$ cat src/rtl/rs_dispatch.sv
// Reservation-station dispatch: holds pending operations, snoops the CDB to
// resolve waiting operands, and issues the lowest-index ready entry through a
// registered valid/ready output stage.
module rs_dispatch #(
  parameter int DEPTH  = 3,
  parameter int DATA_W = 16,
  parameter int TAG_W  = 3
) (
  input  logic                         clk2,
  input  logic                         rst_n,
  input  logic                         alloc_valid,
  output logic                         alloc_ready,
  input  logic [3:0]                   alloc_func,
  input  logic [DATA_W-1:0]            alloc_vj,
  input  logic [DATA_W-1:0]            alloc_vk,
  input  logic [TAG_W-1:0]             alloc_qj,
  input  logic [TAG_W-1:0]             alloc_qk,
  input  logic                         alloc_rj,
  input  logic                         alloc_rk,
  input  logic [TAG_W-1:0]             alloc_rob,
  input  logic                         cdb_valid,
  input  logic [TAG_W-1:0]             cdb_tag,
  input  logic [DATA_W-1:0]            cdb_data,
  input  logic                         flush,
  output logic                         iss_valid,
  input  logic                         iss_ready,
  output logic [3:0]                   iss_func,
  output logic [DATA_W-1:0]            iss_vj,
  output logic [DATA_W-1:0]            iss_vk,
  output logic [TAG_W-1:0]             iss_rob,
  output logic [$clog2(DEPTH+1)-1:0]   occupancy
);

  localparam int OCC_W = $clog2(DEPTH + 1);
  localparam int IDX_W = (DEPTH > 1) ? $clog2(DEPTH) : 1;

  logic [DEPTH-1:0]  r_busy;
  logic [DEPTH-1:0]  r_rj;
  logic [DEPTH-1:0]  r_rk;
  logic [3:0]        r_func [DEPTH];
  logic [DATA_W-1:0] r_vj   [DEPTH];
  logic [DATA_W-1:0] r_vk   [DEPTH];
  logic [TAG_W-1:0]  r_qj   [DEPTH];
  logic [TAG_W-1:0]  r_qk   [DEPTH];
  logic [TAG_W-1:0]  r_rob  [DEPTH];

  logic              r_iss_valid;
  logic [3:0]        r_iss_func;
  logic [DATA_W-1:0] r_iss_vj;
  logic [DATA_W-1:0] r_iss_vk;
  logic [TAG_W-1:0]  r_iss_rob;

  logic              w_elig_any;
  logic [IDX_W-1:0]  w_iss_idx;
  logic [3:0]        w_sel_func;
  logic [DATA_W-1:0] w_sel_vj;
  logic [DATA_W-1:0] w_sel_vk;
  logic [TAG_W-1:0]  w_sel_rob;
  logic              w_free_any;
  logic [IDX_W-1:0]  w_alloc_idx;
  logic [OCC_W-1:0]  w_occ;
  logic              w_load;
  logic              w_issue;
  logic              w_alloc;
  logic              w_fwd_j;
  logic              w_fwd_k;

  // Priority pick (lowest index wins by scanning downwards), free-slot search and popcount.
  always_comb begin
    w_elig_any  = 1'b0;
    w_iss_idx   = '0;
    w_sel_func  = '0;
    w_sel_vj    = '0;
    w_sel_vk    = '0;
    w_sel_rob   = '0;
    w_free_any  = 1'b0;
    w_alloc_idx = '0;
    w_occ       = '0;
    for (int i = DEPTH - 1; i >= 0; i--) begin
      if (r_busy[i] && r_rj[i] && r_rk[i]) begin
        w_elig_any = 1'b1;
        w_iss_idx  = IDX_W'(i);
        w_sel_func = r_func[i];
        w_sel_vj   = r_vj[i];
        w_sel_vk   = r_vk[i];
        w_sel_rob  = r_rob[i];
      end
      if (!r_busy[i]) begin
        w_free_any  = 1'b1;
        w_alloc_idx = IDX_W'(i);
      end
      w_occ = w_occ + OCC_W'(r_busy[i]);
    end
  end

  assign w_load  = !r_iss_valid || iss_ready;
  assign w_issue = w_load && w_elig_any;
  assign w_alloc = alloc_valid && w_free_any && !flush;
  assign w_fwd_j = cdb_valid && !alloc_rj && (alloc_qj == cdb_tag);
  assign w_fwd_k = cdb_valid && !alloc_rk && (alloc_qk == cdb_tag);

  // Entry storage: flush > alloc write (with same-cycle CDB forward) > CDB snoop / issue release.
  always_ff @(posedge clk2 or negedge rst_n) begin
    if (!rst_n) begin
      r_busy <= '0;
      r_rj   <= '0;
      r_rk   <= '0;
      for (int i = 0; i < DEPTH; i++) begin
        r_func[i] <= '0;
        r_vj[i]   <= '0;
        r_vk[i]   <= '0;
        r_qj[i]   <= '0;
        r_qk[i]   <= '0;
        r_rob[i]  <= '0;
      end
    end else begin
      for (int i = 0; i < DEPTH; i++) begin
        if (flush) begin
          r_busy[i] <= 1'b0;
          r_rj[i]   <= 1'b0;
          r_rk[i]   <= 1'b0;
        end else if (w_alloc && (w_alloc_idx == IDX_W'(i))) begin
          r_busy[i] <= 1'b1;
          r_func[i] <= alloc_func;
          r_rob[i]  <= alloc_rob;
          r_qj[i]   <= alloc_qj;
          r_qk[i]   <= alloc_qk;
          r_rj[i]   <= alloc_rj || w_fwd_j;
          r_rk[i]   <= alloc_rk || w_fwd_k;
          r_vj[i]   <= w_fwd_j ? cdb_data : alloc_vj;
          r_vk[i]   <= w_fwd_k ? cdb_data : alloc_vk;
        end else if (r_busy[i]) begin
          if (cdb_valid && !r_rj[i] && (r_qj[i] == cdb_tag)) begin
            r_rj[i] <= 1'b1;
            r_vj[i] <= cdb_data;
          end
          if (cdb_valid && !r_rk[i] && (r_qk[i] == cdb_tag)) begin
            r_rk[i] <= 1'b1;
            r_vk[i] <= cdb_data;
          end
          if (w_issue && (w_iss_idx == IDX_W'(i))) begin
            r_busy[i] <= 1'b0;
          end
        end
      end
    end
  end

  // Issue register: reloads whenever empty or being accepted, otherwise holds.
  always_ff @(posedge clk2 or negedge rst_n) begin
    if (!rst_n) begin
      r_iss_valid <= 1'b0;
      r_iss_func  <= '0;
      r_iss_vj    <= '0;
      r_iss_vk    <= '0;
      r_iss_rob   <= '0;
    end else if (flush) begin
      r_iss_valid <= 1'b0;
    end else if (w_load) begin
      r_iss_valid <= w_elig_any;
      if (w_elig_any) begin
        r_iss_func <= w_sel_func;
        r_iss_vj   <= w_sel_vj;
        r_iss_vk   <= w_sel_vk;
        r_iss_rob  <= w_sel_rob;
      end
    end
  end

  assign alloc_ready = w_free_any;
  assign occupancy   = w_occ;
  assign iss_valid   = r_iss_valid;
  assign iss_func    = r_iss_func;
  assign iss_vj      = r_iss_vj;
  assign iss_vk      = r_iss_vk;
  assign iss_rob     = r_iss_rob;

endmodule

$ cat config.mk
export PLATFORM = sky130hd
export DESIGN_NAME = rs_dispatch
export DESIGN_NICKNAME = d
export VERILOG_FILES = /design/src/rtl/rs_dispatch.sv
export SDC_FILE = /design/constraint.sdc
export NUM_CORES = 1
export LEC_CHECK = 0
export ABC_AREA = 1
export CAP_MARGIN = 20
export CORE_ASPECT_RATIO = 1.5
export CORE_UTILIZATION = 61
export DETAILED_ROUTE_END_ITERATION = 12
export GPL_TIMING_DRIVEN = 0
export PLACE_DENSITY_LB_ADDON = 0.1
export SYNTH_ARGS = -nofsm -noshare
export SYNTH_HDL_FRONTEND = slang
export SYNTH_SLANG_ARGS = --single-unit
$ cat constraint.sdc
create_clock -name clk2 -period 3.1 [get_ports clk2]
set_input_delay 0.62 -clock clk2 [delete_from_list [all_inputs] [get_ports clk2]]
set_output_delay 0.62 -clock clk2 [all_outputs]
set_load 0.02 [all_outputs]
== After elaboration in Yosys (flattened, before gate mapping) ==
Cells that the tools add are included.

* Word-level logic and storage cells: 208
* Input bits: 72
* Register bits: 184

* Bitwise gates (word level): 1
* Equality and inequality tests: 12
* Add/subtract/negate cells: 2
* Mux-type cells: 82
* Reduce and logical (&&, ||, !) cells: 81

{| class="wikitable"
|+ Operators with widths
! kind !! number
|-
| 16-bit 2-to-1 mux || 26
|-
| 1-bit 2-to-1 mux || 44
|-
| 1-bit logical AND || 31
|-
| 3-bit nonzero test || 9
|-
| 3-bit == test || 8
|-
| 3-bit AND reduction || 7
|-
| 2-bit nonzero test || 10
|-
| 2-bit AND reduction || 9
|-
| 2-bit 2-to-1 mux || 6
|-
| 4-bit 2-to-1 mux || 3
|-
| 1-bit zero test || 10
|-
| 3-bit 2-to-1 mux || 3
|-
| 2-bit by 1-bit == test with 1-bit output, second input constant || 2
|-
| 2-bit == test, second input constant || 2
|-
| 2-bit zero test || 2
|-
| 1-bit logical OR || 3
|-
| 1-bit by 1-bit adder with 2-bit output || 1
|-
| 2-bit by 1-bit adder with 2-bit output || 1
|-
| 1-bit NOT || 1
|}

== Logic depth before layout (Yosys ltp) ==
* Depth in word-level cells: 11
* Depth in mapped cells: 12

== Least setup slack after synthesis ==
OpenSTA, ideal clock, no wires.

* Kind: in2reg
* From: input port flush
* To: register r_vj[10] (netlist name)
* Stages on the path: 11
* Data arrival time: 1.757 ns
* Slack: 1.226 ns
* Setup time: 0.117 ns
* Path through: buf_4 -> inv_4 -> nand2_4 -> nor2_4 -> inv_2 -> buf_4 -> nand2_2 -> nand2_2 -> buf_2 -> nand2_1 -> nand2_1

* Longest elaborated chain between the ends: 5
* Elaborated cells between the ends (all ways): 8
* Those cells by class: mux (1); bitwise (1); reduce/logical (6)

{| class="wikitable"
|+ Ends and longest elaborated chain
! item !! line !! source
|-
| start: declaration || 24 || <nowiki>input logic flush,</nowiki>
|-
| 1-bit zero test || 98 || <nowiki>assign w_alloc = alloc_valid && w_free_any && !flush;</nowiki>
|-
| 1-bit logical AND || 98 ||
|-
| 1-bit logical AND || 122 || <nowiki>end else if (w_alloc && (w_alloc_idx == IDX_W'(i))) begin</nowiki>
|-
| 2-bit nonzero test (no source line) || - ||
|-
| 3-bit AND reduction (no source line) || - ||
|-
| end signal: indexed assignment || 130 || <nowiki>r_vj[i] <= w_fwd_j ? cdb_data : alloc_vj;</nowiki>
|-
| end signal: indexed assignment || 135 || <nowiki>r_vj[i] <= cdb_data;</nowiki>
|-
| end: declaration || 41 || <nowiki>logic [DATA_W-1:0] r_vj [DEPTH];</nowiki>
|}

Several ways; a longest one is shown, not always the timed one.
A chain may end at the register's enable or synchronous reset.

== Worst setup path in the final report ==
* From: register r_busy[0]
* To: output port occupancy[0]

* Longest elaborated chain between the ends: 1

{| class="wikitable"
|+ Ends and longest elaborated chain
! item !! line !! source
|-
| start: declaration || 37 || <nowiki>logic [DEPTH-1:0] r_busy;</nowiki>
|-
| start signal: assignment || 105 || <nowiki>r_busy <= '0;</nowiki>
|-
| start signal: indexed assignment || 119 || <nowiki>r_busy[i] <= 1'b0;</nowiki>
|-
| start signal: indexed assignment || 123 || <nowiki>r_busy[i] <= 1'b1;</nowiki>
|-
| 2-bit by 1-bit adder with 2-bit output || 92 || <nowiki>w_occ = w_occ + OCC_W'(r_busy[i]);</nowiki>
|-
| end: declaration || 31 || <nowiki>output logic [$clog2(DEPTH+1)-1:0] occupancy</nowiki>
|}

Every way passes these cells.

==> flow_metrics.env <==
export IMPL_grt_pass1_wl_um=49250
export IMPL_p_leak_uw=0.006444
export IMPL_worstPathMaxFanout=7
export IMPL_initial_utilization_pct=62.89
export IMPL_syn_area_per_cell_um2=6.850
export IMPL_synth_cell_types=29
export IMPL_ys_seq_area_share_pct=46.65
export IMPL_hold_buffers=0
export IMPL_nets=1644
export IMPL_fmax_ghz=0.3628
export IMPL_place_inst=1755
export IMPL_p_total_uw=6141
export IMPL_p_clk_share_pct=35.7
export IMPL_clock_sinks=184
export IMPL_status="completed"
export IMPL_drc_errors=0
export IMPL_synthToLayoutAreaGrowth_pct=20.10
export IMPL_switching_share_pct=31.03
export IMPL_synth_adder_area_share_pct=0.2028
export IMPL_worstMarginPinSlew_ns=0.8216
export IMPL_place_congestion=0.9553
export IMPL_grt_util_all_layers_pct=39.57
export IMPL_ir_worst_vdd_mv=0.3928
export IMPL_io_buffers=110
export IMPL_coreArea_um2=15700
export IMPL_synth_xor_area_share_pct=0.1775
export IMPL_yosysWarnings=0
export IMPL_cts_tree="yes"
export IMPL_drt_iter0_drc=920
export IMPL_instances_no_fill=1788
export IMPL_cp_end_kind="output pin"
export IMPL_grt_setup_unrepaired="false"
export IMPL_drive_gt1_share_pct=6.881
export IMPL_antenna_found_initial=0
export IMPL_synth_top_family_by_area="simple AND/OR/NAND/NOR gates"
export IMPL_dieArea_um2=16710
export IMPL_dr_total_vias=10262
export IMPL_finalCriticalPeriod_ns=2.757
export IMPL_timing_final_max_slew_violations=0
export IMPL_async_reset_ff_share_pct=100.0
export IMPL_p_switching_uw=1906
export IMPL_slew_limit_headroom_pct=45.23
export IMPL_grt_pass1_vias=9814
export IMPL_htreeDepth=4
export IMPL_power_frac_comb_pct=15.3
export IMPL_die_w_um=105.9
export IMPL_ant_nets=0
export IMPL_clk_pin_slew_ns=0.08
export IMPL_crit_type="reg -> out"
export IMPL_finalWirelength_um=31980
export IMPL_syn_area_um2=9871
export IMPL_max_cap_violations=0
export IMPL_ys_ff_latch=184
export IMPL_hp_class="in -> async"
export IMPL_synth_edf_count=0
export IMPL_cp_start_kind="register"
export IMPL_syn_num_nets=1514
export IMPL_synthMuxAreaShare_pct=0
export IMPL_num_rows=56
export IMPL_ctsRootBufferMaster="clkbuf_16"
export IMPL_pin_count=115
export IMPL_grt_overflow=0
export IMPL_timing_hold_ws_ns=0.1074
export IMPL_syn_instance_count=1441
export IMPL_fin_crit_sh_pct=88.92
export IMPL_dp_hpwl_um=22620
export IMPL_tns_ns=0
export IMPL_grt_max_degree=116
export IMPL_finalSetupViolCount=0
export IMPL_synth_compound_area_share_pct=3.182
export IMPL_worst_ep_required_time_ns=2.48
export IMPL_crit_arrival_ns=2.14
export IMPL_hold_viol_final=0
export IMPL_cts_setup_buffers=0
export IMPL_p_int_uw=4235
export IMPL_firstDrtPassIters=6
export IMPL_ctsResizeCount=0
export IMPL_power_frac_seq_pct=49.0
export IMPL_dieHeight_um=157.8
export IMPL_drt_wirelength_per_cell_um=17.89
export IMPL_yosys_area_share_simple_pct=42.81
export IMPL_ys_flop_type="dfrtp_1"
export IMPL_power_density_nw_per_um2=518.0
export IMPL_skew_ns=0.008388
export IMPL_clk_latency_ns=0.45
export IMPL_clock_path_buffers=2
export IMPL_cts_made_buffers=17
export IMPL_via_per_inst=5.739
## worst max-delay path: stages (launching register included)
cell and delay, ns:
dfrtp_1 0.50, fa_1 0.59, clkdlybuf4s50_1 0.60
## per-stage QoR
step | instance area [um2] | setup WS [ns] | utilization, %
5_1_grt | 11850 | 0.3045 | 75.52
3_3_place_gp | 11230 | -6.131 | 71.52
2_1_floorplan | 9871 | 1.226 | -
4_1_cts | 11850 | 0.3504 | 75.52
3_5_place_dp | 11260 | 0.3798 | 71.73
6_report | 11860 | 0.3434 | 75.53
## final timing paths
path,depth (start not counted),slack [ns],end,from
worst max-delay path,2,0.34,occupancy[0],r_busy[0]
worst min-delay path,1,0.11,iss_vk[8],rst_n
worst max register to register,8,0.76,iss_vj[1],r_busy[0]
worst min register to register,2,0.48,iss_rob[0],iss_rob[0]
max in group asynchronous,2,1.99,iss_vj[6],rst_n
min in group clk2,2,0.48,iss_rob[0],iss_rob[0]
## synthesized netlist by cell type, types with 4 or more instances
cell | n | area, um2
buf_1 | 4 | 15.01
nand2_1 | 796 | 2988
nand3_1 | 172 | 860.8
inv_2 | 6 | 22.52
dfrtp_1 | 184 | 4604
buf_6 | 4 | 45.04
o21ai_0 | 44 | 220.2
buf_4 | 7 | 52.55
nand4_1 | 4 | 25.02
a21oi_2 | 5 | 43.79
nor3_1 | 11 | 55.05
inv_1 | 85 | 319.1
buf_2 | 24 | 120.1
nand2_2 | 20 | 125.1
nor2_2 | 4 | 25.02
nor2_1 | 28 | 105.1
clkbuf_1 | 28 | 105.1
## area by class of cell
cell class	count	area, um2
fillers	1274	3840
clock buffers	18	439.2
diodes	1	2.502
well taps	203	254.0
inverters	93	351.6
repair buffers	111	1134
clock inverters	14	155.1
multi-input cells	1097	4577
flip-flops and latches	184	4604
plain buffers	67	337.8
## registers in the layout, summed over array words and instances, names as in the netlist
signal     flops
iss_vj        16
iss_func       4
r_rk           3
iss_rob        3
r_qk           9
r_vk          48
iss_valid      1
r_vj          48
r_busy         3
r_func        12
r_qj           9
r_rob          9
r_rj           3
iss_vk        16
## routing by layer
| metal | wire length [um] | part of all wire (%) | vias to the layer above | global-route usage (%) |
|---|---|---|---|---|
| met5 | 0 | 0 | - | 0 |
| met4 | 2597 | 8.1 | 0 | 29.43 |
| met3 | 2726 | 8.5 | 188 | 7.163 |
| met2 | 15490 | 48 | 606 | 66.67 |
| met1 | 11160 | 35 | 4730 | 44.99 |
| li1 | - | - | 4738 | - |
## power groups by stage
stage / Clock (uW) / Combinational [uW] / Sequential [uW]
3_3_place_gp: 0 / 876 / 3020
4_1_cts: 2180 / 924 / 3000
6_report: 2190 / 938 / 3010
2_1_floorplan: 0 / 581 / 2980
5_1_grt: 2260 / 1050 / 3050
3_5_place_dp: 0 / 913 / 3040
## placed cells by master, fill, tap and decap left out, drive strengths merged
| master | n |
|---|---|
| nand2 | 817 |
| dfrtp | 184 |
| nand3 | 172 |
| clkdlybuf4s50 | 109 |
| inv | 98 |
| o21ai | 46 |
| clkbuf | 46 |
| buf | 41 |
| nor2 | 34 |
| nor3 | 11 |
| clkinv | 8 |
| a21oi | 6 |
| nand4 | 4 |
| xor2 | 2 |
| diode | 1 |
| nand3b | 1 |
| a211oi | 1 |
| a221oi | 1 |
| a22oi | 1 |
| fa | 1 |
| clkinvlp | 1 |
## cells by family (layout without fill, tap and decap cells)
| group | after synthesis | count (layout) |
|---|---|---|
| XOR/XNOR | 2 | 2 |
| buffers and inverters | 160 | 303 |
| adder cells (fa/ha/maj) | 1 | 1 |
| AO/OA/AOI/OAI | 55 | 55 |
| flip-flops | 184 | 184 |
| AND/OR/NAND/NOR | 1039 | 1039 |
| other | 0 | 1 |
No activity file was read; power rests on OpenSTA's default activity.
